**src/rtl/psc_sched_pkg.sv**
```systemverilog
// Shared types and default widths for the prescaled timer scheduler.
package psc_sched_pkg;
  typedef enum logic [1:0] {
    IDLE = 2'd0,
    LOAD = 2'd1,
    RUN  = 2'd2,
    DONE = 2'd3
  } state_t;

  localparam int DEF_NUM_REQ = 4;
  localparam int DEF_PSC_W   = 5;
  localparam int DEF_CNT_W   = 8;
endpackage

```
**src/rtl/psc_tick_core.sv**
```systemverilog
// Prescaler counter: emits one tick every psc+1 enabled cycles.
module psc_tick_core
  import psc_sched_pkg::*;
#(
  parameter int PSC_W = DEF_PSC_W
) (
  input  logic             clk,
  input  logic             reset,
  input  logic             clr,
  input  logic             en,
  input  logic [PSC_W-1:0] psc,
  output logic             tick
);

  logic [PSC_W-1:0] pcount;

  assign tick = en && (pcount == psc);

  always_ff @(posedge clk or negedge reset) begin
    if (!reset) begin
      pcount <= '0;
    end else if (clr) begin
      pcount <= '0;
    end else if (en) begin
      pcount <= tick ? '0 : pcount + 1'b1;
    end
  end

endmodule

```
**src/rtl/psc_timer_sched.sv**
```systemverilog
// Round-robin scheduler sharing one prescaler tick generator among NUM_REQ
// requesters; each grant runs cnt ticks of period psc+1 and pulses done.
module psc_timer_sched
  import psc_sched_pkg::*;
#(
  parameter int NUM_REQ = DEF_NUM_REQ,
  parameter int PSC_W   = DEF_PSC_W,
  parameter int CNT_W   = DEF_CNT_W
) (
  input  logic                       clk,
  input  logic                       reset,
  input  logic [NUM_REQ-1:0]         req,
  input  logic [NUM_REQ*PSC_W-1:0]   req_psc,
  input  logic [NUM_REQ*CNT_W-1:0]   req_cnt,
  output logic [NUM_REQ-1:0]         gnt,
  output logic [NUM_REQ-1:0]         done,
  output logic                       busy,
  output logic [$clog2(NUM_REQ)-1:0] active_id,
  output logic                       tick
);

  localparam int ID_W = $clog2(NUM_REQ);

  state_t           state, state_nxt;
  logic [ID_W-1:0]  rr_ptr, active_id_q, win, id_inc;
  logic             found, aborted, tick_i;
  logic [PSC_W-1:0] psc_q;
  logic [CNT_W-1:0] cnt_q, remain;
  logic [NUM_REQ-1:0] onehot;

  logic [PSC_W-1:0] psc_arr [NUM_REQ];
  logic [CNT_W-1:0] cnt_arr [NUM_REQ];

  for (genvar i = 0; i < NUM_REQ; i++) begin : g_unpack
    assign psc_arr[i] = req_psc[i*PSC_W +: PSC_W];
    assign cnt_arr[i] = req_cnt[i*CNT_W +: CNT_W];
  end

  // Arbiter: first requester at or above rr_ptr, wrapping around.
  always_comb begin
    int idx;
    found = 1'b0;
    win   = '0;
    idx   = 0;
    for (int k = 0; k < NUM_REQ; k++) begin
      idx = int'(rr_ptr) + k;
      if (idx >= NUM_REQ) idx = idx - NUM_REQ;
      if (!found && req[ID_W'(idx)]) begin
        found = 1'b1;
        win   = ID_W'(idx);
      end
    end
  end

  assign aborted = !req[active_id_q];
  assign id_inc  = (active_id_q == ID_W'(NUM_REQ-1)) ? '0 : active_id_q + 1'b1;

  always_ff @(posedge clk or negedge reset) begin
    if (!reset) state <= IDLE;
    else        state <= state_nxt;
  end

  always_comb begin
    state_nxt = state;
    case (state)
      IDLE: if (found) state_nxt = LOAD;
      LOAD: begin
        if (aborted)           state_nxt = IDLE;
        else if (cnt_q == '0)  state_nxt = DONE;
        else                   state_nxt = RUN;
      end
      RUN: begin
        if (aborted)                                state_nxt = IDLE;
        else if (tick_i && remain == CNT_W'(1))     state_nxt = DONE;
      end
      DONE:    state_nxt = IDLE;
      default: state_nxt = IDLE;
    endcase
  end

  // Grant latch, remaining-tick counter and fairness pointer.
  always_ff @(posedge clk or negedge reset) begin
    if (!reset) begin
      active_id_q <= '0;
      psc_q       <= '0;
      cnt_q       <= '0;
      remain      <= '0;
      rr_ptr      <= '0;
    end else begin
      case (state)
        IDLE: begin
          if (found) begin
            active_id_q <= win;
            psc_q       <= psc_arr[win];
            cnt_q       <= cnt_arr[win];
          end
        end
        LOAD: remain <= cnt_q;
        RUN: begin
          // The final tick leaves remain at 1 rather than wrapping to 0.
          if (tick_i && remain != CNT_W'(1)) remain <= remain - 1'b1;
        end
        default: ;
      endcase
      if (state == DONE || ((state == LOAD || state == RUN) && aborted))
        rr_ptr <= id_inc;
    end
  end

  psc_tick_core #(
    .PSC_W (PSC_W)
  ) u_tick (
    .clk   (clk),
    .reset (reset),
    .clr   (state == LOAD),
    .en    (state == RUN),
    .psc   (psc_q),
    .tick  (tick_i)
  );

  assign onehot    = NUM_REQ'(1) << active_id_q;
  assign gnt       = (state == LOAD || state == RUN) ? onehot : '0;
  assign done      = (state == DONE) ? onehot : '0;
  assign busy      = (state != IDLE);
  assign active_id = active_id_q;
  assign tick      = tick_i;

endmodule

```
**config.mk**
```make
export PLATFORM = sky130hd
export DESIGN_NAME = psc_timer_sched
export DESIGN_NICKNAME = d
export VERILOG_FILES = /design/src/rtl/psc_sched_pkg.sv /design/src/rtl/psc_tick_core.sv /design/src/rtl/psc_timer_sched.sv
export SDC_FILE = /design/constraint.sdc
export NUM_CORES = 1
export LEC_CHECK = 0
export BUFFER_PORTS_ARGS = -buffer_cell sky130_fd_sc_hd__buf_2
export CAP_MARGIN = 15
export CORE_UTILIZATION = 44
export DETAILED_ROUTE_END_ITERATION = 10
export GPL_ROUTABILITY_DRIVEN = 0
export PLACE_DENSITY_LB_ADDON = 0.05
export SLEW_MARGIN = 40
export SYNTH_ARGS = -nofsm -noshare
export SYNTH_HDL_FRONTEND = slang
export SYNTH_SLANG_ARGS = --single-unit
```
**constraint.sdc**
```tcl
create_clock -name clk -period 3 [get_ports clk]
set_input_delay 0.45 -clock clk [delete_from_list [all_inputs] [get_ports clk]]
set_output_delay 0.45 -clock clk [all_outputs]
set_load 0.02 [all_outputs]
```
## After elaboration in Yosys (flattened, before gate mapping)

Index checks and enable logic that the tools add are counted.

| operators by class | value |
|---|---|
| add/sub/neg operators | 10 |
| $lt $le $gt $ge | 10 |
| equality and inequality tests | 10 |
| shift operators | 1 |
| multiplexer cells | 46 |
| bitwise logic cells | 1 |
| reductions and logical operators | 20 |

Operators by type and width:

| kind | number |
|---|---|
| 2-to-1 mux 2 bit | 13 |
| 2-to-1 mux 5 bit | 5 |
| 2-to-1 mux 8 bit | 3 |
| binary-select mux 8 bit (select 2 bit) | 1 |
| < comparator 2 x 4 -> 1 bit, second input constant | 4 |
| one-hot mux 8 bit (2 select lines) | 1 |
| 2-to-1 mux 1 bit | 14 |
| >= comparator 3 bit, second input constant | 4 |
| binary-select mux 1 bit (select 2 bit) | 5 |
| binary-select mux 5 bit (select 2 bit) | 1 |
| == test 8 x 1 -> 1 bit, second input constant | 1 |
| zero test 8 bit | 1 |
| 2-to-1 mux 4 bit | 2 |
| inequality test 8 x 1 -> 1 bit, second input constant | 1 |
| one-hot mux 2 bit (4 select lines) | 1 |
| subtractor 2 x 1 -> 2 bit, second input constant | 4 |
| subtractor 8 x 1 -> 8 bit, second input constant | 1 |
| logical AND 1 bit | 7 |
| adder 2 x 2 -> 3 bit, second input constant | 2 |
| == test 2 bit, second input constant | 3 |
| AND reduction 2 bit | 3 |
| adder 5 x 1 -> 5 bit, second input constant | 1 |
| == test 5 bit | 1 |
| zero test 1 bit | 4 |
| other kinds (12) | 15 |

| word-level totals | value |
|---|---|
| register bits | 32 |
| input bits | 58 |
| output and inout port bits | 12 |
| word-level logic and storage cells | 105 |

## Logic depth before layout (Yosys ltp)

Gate-level depths: netlist (run 1).

| depth | value |
|---|---|
| depth after elaboration | 19 |
| gate-level depth with buffers | 8 |
| mapped depth without buffers | 7 |

## Modules after synthesis

From an unflattened synthesis (run 1), not the netlist that was laid out.

| unflattened totals | value |
|---|---|
| cell total of the unflattened synthesis | 232 |
| area total of the unflattened synthesis | 2258.4 um2 |

By module, submodules not included:

| module | times used | cells each | area each (um2) | seq. area each (um2) |
|---|---|---|---|---|
| psc_timer_sched | 1 | 201 | 1925.6 | 675.6 |
| psc_tick_core | 1 | 31 | 332.8 | 125.1 |

## Worst setup path after synthesis (run 1)

No wires, ideal clock.

| path | value |
|---|---|
| kind | reg-to-reg |
| start | register u_tick.pcount[2] |
| end | register u_tick.pcount[3] |
| library setup time | 118 ps |
| arrival time | 1845 ps |
| required time | 2882 ps |
| path slack | 1037 ps |
| stages on the path, launching flop included | 6 |
| path buffers | 0 |
| clock period less this slack | 1963 ps |
| cells stage by stage | dfrtp_1 > xnor2_1 > nand4_2 > nor3_1 > o31ai_1 > a21o_1 |

| on the way | value |
|---|---|
| cells in the longest elaborated chain, start to end | 5 |
| elaborated cells between the ends (all ways) | 6 |
| those cells by class | 1 x add/sub; 1 x eq/ne; 3 x mux; 1 x reduce/logical |

Ends and longest elaborated chain:

| what | line | source |
|---|---|---|
| start: declaration | psc_tick_core.sv:15 | `logic [PSC_W-1:0] pcount;` |
| start signal: assignment | psc_tick_core.sv:25 | `pcount <= tick ? '0 : pcount + 1'b1;` |
| == test 5 bit | psc_tick_core.sv:17 | `assign tick = en && (pcount == psc);` |
| logical AND 1 bit | psc_tick_core.sv:17 |  |
| net tick | psc_timer_sched.sv:19 | `output logic tick` |
| 2-to-1 mux 5 bit | psc_tick_core.sv:25 |  |
| 2-to-1 mux 5 bit | psc_tick_core.sv:24 | `end else if (en) begin` |
| 2-to-1 mux 5 bit | psc_tick_core.sv:22 | `end else if (clr) begin` |

The timed path passes the listed nets, and every way through them passes these cells. The select of a mux whose other input is x is not followed.
A chain may end at the register's enable or synchronous reset.

## Worst setup path after layout (run 1)

| path | value |
|---|---|
| start | register state[0] |
| end | output port tick |

| on the way | value |
|---|---|
| cells in the longest elaborated chain, start to end | 2 |

Ends and longest elaborated chain:

| what | line | source |
|---|---|---|
| start: declaration | psc_timer_sched.sv:24 | `state_t state, state_nxt;` |
| start signal: assignment | psc_timer_sched.sv:60 | `else state <= state_nxt;` |
| == test 2 bit | psc_timer_sched.sv:116 | `.en (state == RUN),` |
| logical AND 1 bit | psc_tick_core.sv:17 |  |
| end: declaration | psc_timer_sched.sv:19 |  |

Every way passes these cells.

==> impl_metrics.yaml, run 1 <==
critical_path:
  cp_max_fo: 12
  r2r_start: "state[0]$_DFFE_PN0P_"
  rrSetupSlack_ns: 0.66
  timing.critical_path.required_ns: 2.55
  reg2reg_depth: 7
  start_kind: "flop"
  crit_path_end_kind: "primary output"
  cp.arrival_ns: 1.90
  crit_type: "reg2out"
  r2r_end: "remain[1]$_DFFE_PN0P_"
routing:
  drc: 0
  routed_wl_um: 5800
  vias_per_cell: 5.39
  wl_per_cell_um: 14.5
  drtIter0Drc: 158
  drtPass1Iterations: 4
  vias: 2151
  ant_nets: 0
floorplan:
  rows: 26
  core_area_sq_um: 5170
  start_util: 0.465
  die_w_um: 76.0
  io_pins: 70
  die_h_um: 76.0
  die_area_sq_um: 5770
grt:
  grt-ovfl-total: 0
  grt_pass1_wl_um: 10100
  grtUsageTotal: 0.216
  first_global_vias: 2202
  grt_max_degree: 33
  antenna_found_initial: 0
synthesis:
  async_flop_share: 1.00
  yosys.cell_types.count: 53
  synth-edff-count: 0
  ys.flop_type: "dfrtp_1"
  synthesis.nets: 333
  netlist_area_sq_um: 2410
  synth.avg_cell_area_sq_um: 9.11
  yosysSeqAreaShare: 0.333
  yosysWarnings: 0
  synth_cells: 264
  ys_ff_latch: 32
timing:
  whs_ns: 0.223
  rsz0062_at_grt: "no"
  finalSetupViolCount: 0
  fin_skew_ns: 0.00761
  final_max_slew_viol_count: 0
  clock.fmax_ghz: 0.425
  max_slew_margin: 0.519
  hold_viol: 0
  finalSetupTns_ns: 0
  fin_crit_sh: 0.785
  worst_pin_slew_ns: 0.721
  fin_crit_ns: 2.35
clock_tree:
  cts_setup_buffers: 0
  cts_buffers: 5
  clock_path_buffers: 2
  htree_levels: 2
  clk_pin_slew_worst_paths_ns: 0.07
  cts-resized-gates: 0
  clock-root-buffer: "clkbuf_8"
  cts_hold_buf: 0
  clock_latency_ns: 0.28
  cts_tree: "done"
  numClockSinks: 32
final_layout:
  final_common_cell: "buf_2"
  nets: 398
  final_layout_size_suffix_gt1_frac: 0.301
  areaGrowthSynthToFinish_pct: 19.2
  diodes: 0
  final_cell_mix: "buf_2 (69), dfrtp_1 (32), nand2_1 (26)"
  fillCellCount: 471
run:
  drv_cap: 0
min_path:
  hold_class: "in2async"
placement:
  place_hpwl_um: 4460
  io_buffers: 69
status:
  outcome: "finished clean"
power_and_ir_drop:
  ir_drop_v: 0.000453
  powerDensity_nw_per_um2: 965
  p_leak_nw: 1.31
-- routing by layer --
layer | track usage | up-vias | wire, um
li1 | - | 1105 | -
met3 | 0.0422 | 6 | 210
met4 | 0.0654 | 0 | 60
met5 | 0 | - | 0
met2 | 0.327 | 60 | 2540
met1 | 0.310 | 980 | 2990
-- worst max-delay path, stage by stage (launching register included) --
cell and delay (ns):
dfrtp_1 0.39, inv_1 0.10, ha_1 0.42, inv_2 0.17, nor3_1 0.21, buf_4 0.17
buf_2 0.16
-- cell usage after synthesis (4+ instances only) --
master	instances	area (sq um)
ha_1	11	138
nor2_1	20	75.1
a211oi_1	13	97.6
a21oi_1	21	105
and2_1	22	138
and3_1	4	25.0
nor3b_1	4	30.0
a221oi_1	5	43.8
clkbuf_1	5	18.8
nand2_1	26	97.6
a21o_1	4	30.0
dfrtp_1	32	801
xnor2_1	7	61.3
o21ai_0	6	30.0
nor3_1	10	50.1
buf_2	4	20.0
a221oi_2	8	120
o32ai_1	4	35.0
inv_1	12	45.0
-- cells by family after synthesis --
group,synth area share
and+or+nand+nor,0.226
AOI/OAI and AO/OA,0.267
DFF,0.333
buffers and inverters,0.0556
adders and majority gates,0.0572
xor gates and xnor gates,0.0328
muxes,0.0286
-- through the flow --
stage	instance area, sq um	power [mW]	worst slack (ns)	cells	util
CTS	2870	2.78	0.616	399	0.554
finish	2870	2.77	0.645	399	0.554
detailed placement	2770	2.42	0.660	392	0.536
floorplan	2410	2.06	1.04	264	-
global placement	2770	2.40	0.622	392	0.535
global route	2870	3.03	0.493	399	0.554
-- cell type report --
class	count	area, sq um	share of cell area
multi-input combinational	206	1470	0.514
tap	70	87.6	0.0305
timing repair buffer	71	360	0.126
sequential	32	801	0.279
clock buffer	7	96.3	0.0336
inverter	13	48.8	0.0170
-- registers in the layout, indices dropped and copies added (netlist names) --
name           cells
cnt_q              8
u_tick.pcount      5
remain             8
rr_ptr             2
psc_q              5
active_id          2
state              2
-- worst max-delay path by stage --
stage	start	end	slack (ns)	cells after the start
6_report	state[0]$_DFFE_PN0P_	tick	0.65	6
3_5_place_dp	state[0]$_DFFE_PN0P_	remain[1]$_DFFE_PN0P_	0.66	7
3_3_place_gp	state[0]$_DFFE_PN0P_	psc_q[3]$_DFFE_PN0P_	0.62	7
2_1_floorplan	u_tick.pcount[2]$_DFFE_PN0N_	u_tick.pcount[3]$_DFFE_PN0N_	1.04	5
4_1_cts	state[0]$_DFFE_PN0P_	tick	0.62	6
5_1_grt	state[0]$_DFFE_PN0P_	tick	0.49	6
-- where the power goes --
part / internal, mW / leakage [nW] / switching (mW)
Clock: 0.204 / 0.0503 / 0.154
Sequential: 0.649 / 0.373 / 0.243
Combinational: 0.610 / 0.890 / 0.908
No activity file was read; power rests on OpenSTA's default activity.
==> run 2: changes to the inputs <==
--- a/config.mk
+++ b/config.mk
@@ -5,6 +5,7 @@
 export SDC_FILE = /design/constraint.sdc
 export NUM_CORES = 1
 export LEC_CHECK = 0
+export ABC_AREA = 1
 export BUFFER_PORTS_ARGS = -buffer_cell sky130_fd_sc_hd__buf_2
 export CAP_MARGIN = 15
 export CORE_UTILIZATION = 44
==> constraint.sdc (replaced) <==
create_clock -name clk -period 2.42 [get_ports clk]
set_input_delay 0.363 -clock clk [delete_from_list [all_inputs] [get_ports clk]]
set_output_delay 0.363 -clock clk [all_outputs]
set_load 0.02 [all_outputs]
==> run 2 against run 1 <==
  * The flow now finishes with violations (DRC)
  * Sequential cell count stayed put
  * Total power is 69% higher
  * Die area is 11% higher
  * Count of clock-buffer cells in the layout stayed put
  * Utilization is 1.9 points lower
  * Via count is 22% higher
  * Routed wire length is 5.8% higher
==> impl_metrics.yaml, run 2 <==
status:
  outcome: "complete, but fails checks"
  violations: "DRC"
power_and_ir_drop:
  power_mw: 4.69
  intPower_mw: 2.17
  swShare: 0.536
  seqPwrFrac: 0.226
  p_clk_frac: 0.096
  power_frac_comb: 0.678
  ir_drop_v: 0.000977
  p_leak_nw: 1.86
  p_switching_mw: 2.51
  powerDensity_nw_per_um2: 1490
timing:
  fin_crit_ns: 2.19
  final_max_slew_viol_count: 0
  rsz0062_at_grt: "no"
  clock.fmax_ghz: 0.457
  worst_pin_slew_ns: 0.703
  finalSetupViolCount: 0
  fin_skew_ns: 0.00446
  finalWorstSetupSlack_ns: 0.232
  finalSetupTns_ns: 0
  hold_viol: 0
  max_slew_margin: 0.531
  fin_crit_sh: 0.904
clock_tree:
  clk_pin_slew_worst_paths_ns: 0.06
  clock-root-buffer: "clkbuf_8"
  cts_tree: "done"
  cts-resized-gates: 0
  numClockSinks: 32
  clock_latency_ns: 0.29
  clock_path_buffers: 2
  htree_levels: 2
  cts_hold_buf: 0
  cts_buffers: 5
  cts_setup_buffers: 0
grt:
  antenna_found_initial: 0
  grt-ovfl-total: 0
  first_global_vias: 2346
  grtUsageTotal: 0.211
  grt_max_degree: 47
  grt_pass1_wl_um: 10600
critical_path:
  timing.critical_path.required_ns: 2.60
  rrSetupSlack_ns: 0.23
  cp_max_fo: 46
  cp.arrival_ns: 2.37
  crit_type: "reg2reg"
  crit_path_end_kind: "flop"
  start_kind: "flop"
synthesis:
  synth_cells: 404
  ys.flop_type: "dfrtp_1"
  ys_ff_latch: 32
  synth_common_cells: "nand2_1 (125), inv_1 (70), dfrtp_1 (32)"
  synth_top_family_by_area: "simple AND/OR/NAND/NOR gates"
  synth-compound-area-share: 0.122
  synth_xor_area_frac: 0.0295
  synthSimpleGateAreaFrac: 0.356
  yosysWarnings: 0
  synth.most_common_cell: "nand2_1"
  synth.avg_cell_area_sq_um: 6.62
  netlist_area_sq_um: 2670
  yosys.cell_types.count: 30
  async_flop_share: 1.00
  synthesis.nets: 473
  synth-edff-count: 0
  yosysTopAreaCell: "dfrtp_1"
  synthAdderAreaFrac: 0.0515
  synth.area.top_cells: "dfrtp_1 (30%), nand2_1 (18%), inv_1 (9.8%)"
  yosys.area.top_type_share: 0.299
  yosysSeqAreaShare: 0.299
  muxShareOfSynthArea: 0
routing:
  wl_per_cell_um: 11.2
  vias_per_cell: 4.80
  drtIter0Drc: 110
  ant_nets: 0
  vias: 2626
  drc: 1
  drtPass1Iterations: 7
  routed_wl_um: 6140
placement:
  io_buffers: 69
  placed_cell_area_sq_um: 3050
  place_hpwl_um: 4830
  dp_slack_ns: 0.169
floorplan:
  rows: 28
  start_util: 0.454
  die_w_um: 80.0
  die_area_sq_um: 6390
  io_pins: 70
  die_h_um: 80.0
  core_area_sq_um: 5890
final_layout:
  nets: 541
  areaGrowthSynthToFinish_pct: 17.9
  multi_input_area_sq_um: 1500
  final_area_sq_um: 3150
  seq_area_sq_um: 801
  fillCellCount: 580
  reg_top3: "cnt_q x8, remain x8"
  final_common_cell: "nand2_1"
  final_layout_size_suffix_gt1_frac: 0.246
  diodes: 0
  final_cell_mix: "nand2_1 (125), inv_1 (70), buf_2 (69)"
run:
  drv_cap: 0
min_path:
  hold_class: "in2async"
[run 2: cell types whose count changed in the layout (fill, tap and decap cells not counted), moves of 8 or more]
cell	before	now
a21oi_1	21	6
nor3_1	10	0
nand2_1	26	125
a211oi_1	13	0
o21ai_1	0	11
o21ai_2	1	9
o21ai_0	6	26
and2_1	22	0
inv_1	12	70
nand3_1	2	27
nand4_1	0	10
nand2_2	1	17
a221oi_2	8	0
[run 2: routing by layer]
metal,up-vias,GRT usage,part of all wire
li1,1393,-,-
met1,1150,0.311,0.53
met2,70,0.313,0.42
met3,13,0.0331,0.038
met4,0,0.0643,0.016
met5,-,0,0
[run 2: cell type report]
type / instances / share of cell area
well taps: 75 / 0.0298
inverters: 74 / 0.0905
multi-input cells: 287 / 0.474
repair buffers: 72 / 0.121
clock buffers: 7 / 0.0306
flip-flops and latches: 32 / 0.254
[run 2: worst paths after layout]
check / depth (start not counted) / startpoint / to
setup / recovery: 14 / rr_ptr[0]$_DFFE_PN0P_ / psc_q[3]$_DFFE_PN0P_
hold / removal: 1 / reset / u_tick.pcount[1]$_DFFE_PN0N_
setup reg to reg: 14 / rr_ptr[0]$_DFFE_PN0P_ / psc_q[3]$_DFFE_PN0P_
hold reg to reg: 2 / cnt_q[3]$_DFFE_PN0P_ / cnt_q[3]$_DFFE_PN0P_
max in group asynchronous: 1 / reset / psc_q[4]$_DFFE_PN0P_
min in group clk: 5 / req_cnt[2] / cnt_q[2]$_DFFE_PN0P_
[run 2: worst max-delay path, stage by stage (launching register included)]
cell     delay (ns)
dfrtp_1        0.62
inv_8          0.09
nand2_1        0.07
nand2_1        0.08
nand2_1        0.08
nand2_1        0.05
nand2_1        0.11
nand3_2        0.17
nand3_2        0.18
buf_12         0.24
nand2_1        0.10
nand3_1        0.09
nand2_1        0.05
nand2_1        0.07
nand2_1        0.05
[run 2: stage by stage]
stage | utilization | hold WS [ns] | cells
final | 0.536 | 0.122 | 547
after detailed placement | 0.519 | 0.461 | 540
after global routing | 0.536 | 0.185 | 547
after floorplan | - | 0.0674 | 404
after CTS | 0.535 | 0.150 | 547
after global placement | 0.519 | 0.458 | 540
[run 2: kinds of logic (layout without fill, tap and decap cells)]
kind of cell	after synthesis	after routing
simple gates	211	211
buf+inv	85	153
compound gates	56	56
flops	32	32
fa+ha+maj	11	11
xor+xnor	9	9
[run 2: power groups by stage]
stage | Combinational (mW) | Sequential, mW | Clock (mW)
finish | 3.18 | 1.06 | 0.451
global route | 3.67 | 1.10 | 0.484
CTS | 3.19 | 1.05 | 0.460
detailed placement | 3.18 | 1.06 | 0
global placement | 3.16 | 1.06 | 0
floorplan | 2.71 | 0.984 | 0
==> run 3: changes to the inputs <==
==> constraint.sdc (replaced) <==
create_clock -name clk -period 2.4 [get_ports clk]
set_input_delay 0.36 -clock clk [delete_from_list [all_inputs] [get_ports clk]]
set_output_delay 0.36 -clock clk [all_outputs]
set_load 0.02 [all_outputs]
==> run 3 against run 2 <==
  * The flow finishes with violations (DRC, hold timing)
  * Register-to-register slack improved by 0.04 ns
  * Total power is 4.3% higher
  * Via count up 0.61%
  * Die area unchanged
  * Final cell count increased by 0.73%
  * Count of clock-buffer cells in the layout shrank 1
  * Sequential cell count stayed put
  * Clock skew rose by 0.0038 ns
  * First-iteration DRC count increased by 9.1%
  * Clock power is 13% higher
  * Global-route usage is 0.42 points lower
  * Critical path type unchanged
  * Critical endpoint is now cnt_q[2]$_DFFE_PN0P_
  * Largest power group unchanged
  * Highest routed layer unchanged
==> impl_metrics.yaml, run 3 (same netlist as run 2, synthesis figures left out) <==
status:
  outcome: "complete, but fails checks"
  violations: "DRC, hold timing"
routing:
  ant_nets: 0
  drtIter0Drc: 120
  vias: 2642
  wl_met3_um: 252
  wl_met2_um: 2760
  wl_per_cell_um: 11.2
  routed_wl_um: 6190
  met1_length_um: 3170
  vias_per_cell: 4.79
  drc: 1
  highest_layer: "met4"
  drtPass1Iterations: 7
final_layout:
  multi_input_area_sq_um: 1500
  fillCellCount: 593
  final_area_sq_um: 3220
  final_cell_mix: "nand2_1 (125), inv_1 (70), buf_2 (69)"
  final_layout_size_suffix_gt1_frac: 0.250
  areaGrowthSynthToFinish_pct: 20.4
  final_common_cell: "nand2_1"
  diodes: 0
  nets: 544
  seq_area_sq_um: 801
  final_core_utilization: 0.547
  reg_top3: "cnt_q x8, remain x8"
critical_path:
  cp.arrival_ns: 2.35
  timing.critical_path.required_ns: 2.62
  crit_path_end_kind: "flop"
  r2r_start: "rr_ptr[0]$_DFFE_PN0P_"
  start_kind: "flop"
  crit_path_start: "rr_ptr[0]$_DFFE_PN0P_"
  cp_max_fo: 10
  crit_type: "reg2reg"
power_and_ir_drop:
  powerDensity_nw_per_um2: 1520
  seqPwrFrac: 0.217
  intPower_mw: 2.34
  power_frac_comb: 0.679
  p_switching_mw: 2.55
  p_leak_nw: 1.89
  swShare: 0.522
  p_clk_frac: 0.104
  ir_drop_v: 0.000779
clock_tree:
  cts_tree: "done"
  htree_levels: 2
  cts_buffers: 5
  cts-resized-gates: 0
  clk_pin_slew_worst_paths_ns: 0.07
  clock_latency_ns: 0.28
  numClockSinks: 32
  cts_hold_buf: 0
  clock_path_buffers: 2
  clock-root-buffer: "clkbuf_8"
  cts_setup_buffers: 0
timing:
  fin_skew_ns: 0.00829
  worst_pin_slew_ns: 0.427
  fin_crit_sh: 0.886
  max_slew_margin: 0.715
  finalSetupViolCount: 0
  clock.fmax_ghz: 0.470
  finalSetupTns_ns: 0
  rsz0062_at_grt: "no"
  whs_ns: -0.00436
  fin_crit_ns: 2.13
  hold_viol: 10
  final_max_slew_viol_count: 0
floorplan:
  die_w_um: 80.0
  core_area_sq_um: 5890
  io_pins: 70
  die_h_um: 80.0
  die_area_sq_um: 6390
  rows: 28
  start_util: 0.454
placement:
  place_hpwl_um: 4920
  placed_cell_area_sq_um: 3080
  io_buffers: 69
grt:
  grt-ovfl-total: 0
  grtUsageTotal: 0.207
  antenna_found_initial: 0
  first_global_vias: 2338
  grt_pass1_wl_um: 10400
  grt_max_degree: 33
min_path:
  hold_class: "in2async"
run:
  drv_cap: 0
-- run 3: changes by cell type in the layout (fill, tap and decap cells not counted), sizes merged --
| cell | before | now |
|---|---|---|
| buf | 72 | 75 |
| clkbuf | 7 | 6 |
| clkinv | 0 | 1 |
| bufinv | 0 | 1 |
-- run 3: worst paths after layout --
| check | endpoint | slack [ns] | cells past startpoint |
|---|---|---|---|
| hold reg to reg | cnt_q[1]$_DFFE_PN0P_ | 0.52 | 2 |
| setup reg to reg | cnt_q[2]$_DFFE_PN0P_ | 0.27 | 11 |
| min in group clk | cnt_q[5]$_DFFE_PN0P_ | 0.40 | 5 |
| setup / recovery | cnt_q[2]$_DFFE_PN0P_ | 0.27 | 11 |
| hold / removal | cnt_q[3]$_DFFE_PN0P_ | -0.004 | 1 |
| max in group asynchronous | u_tick.pcount[1]$_DFFE_PN0N_ | 1.99 | 2 |
-- run 3: power groups by stage --
stage	Combinational [mW]	Sequential (mW)	Clock [mW]
2_1_floorplan	2.73	0.993	0
3_3_place_gp	3.30	1.07	0
3_5_place_dp	3.32	1.07	0
4_1_cts	3.34	1.06	0.517
5_1_grt	3.80	1.10	0.552
6_report	3.32	1.06	0.508
-- run 3: cell type report --
class,instances,area share
multi-input combinational,287,0.465
sequential,32,0.249
timing repair buffer,75,0.135
inverter,74,0.0886
tap,75,0.0292
clock buffer,6,0.0226
clock inverter,2,0.0109
-- run 3: routing by layer --
metal  vias to the layer above  track usage
met5                         -            0
met4                         0       0.0339
met3                         4       0.0411
met2                        77        0.317
met1                      1161        0.302
li1                       1400            -
-- run 3: critical path, stage by stage (launching register included) --
cell and delay [ns]:
dfrtp_1 0.60, nand2_1 0.14, nand3_1 0.14, nand2_2 0.11, nor2_8 0.15, nand3_1 0.08
nand3_1 0.07, nand2_1 0.07, buf_4 0.15, nor2_2 0.31, nand2_1 0.14, nand3_1 0.10
-- run 3: metrics by stage --
step	power (mW)	std cells	setup WS (ns)
3_3_place_gp	4.36	542	0.248
2_1_floorplan	3.72	404	0.556
5_1_grt	5.46	551	0.0592
6_report	4.89	551	0.274
4_1_cts	4.92	550	0.165
3_5_place_dp	4.39	542	0.185
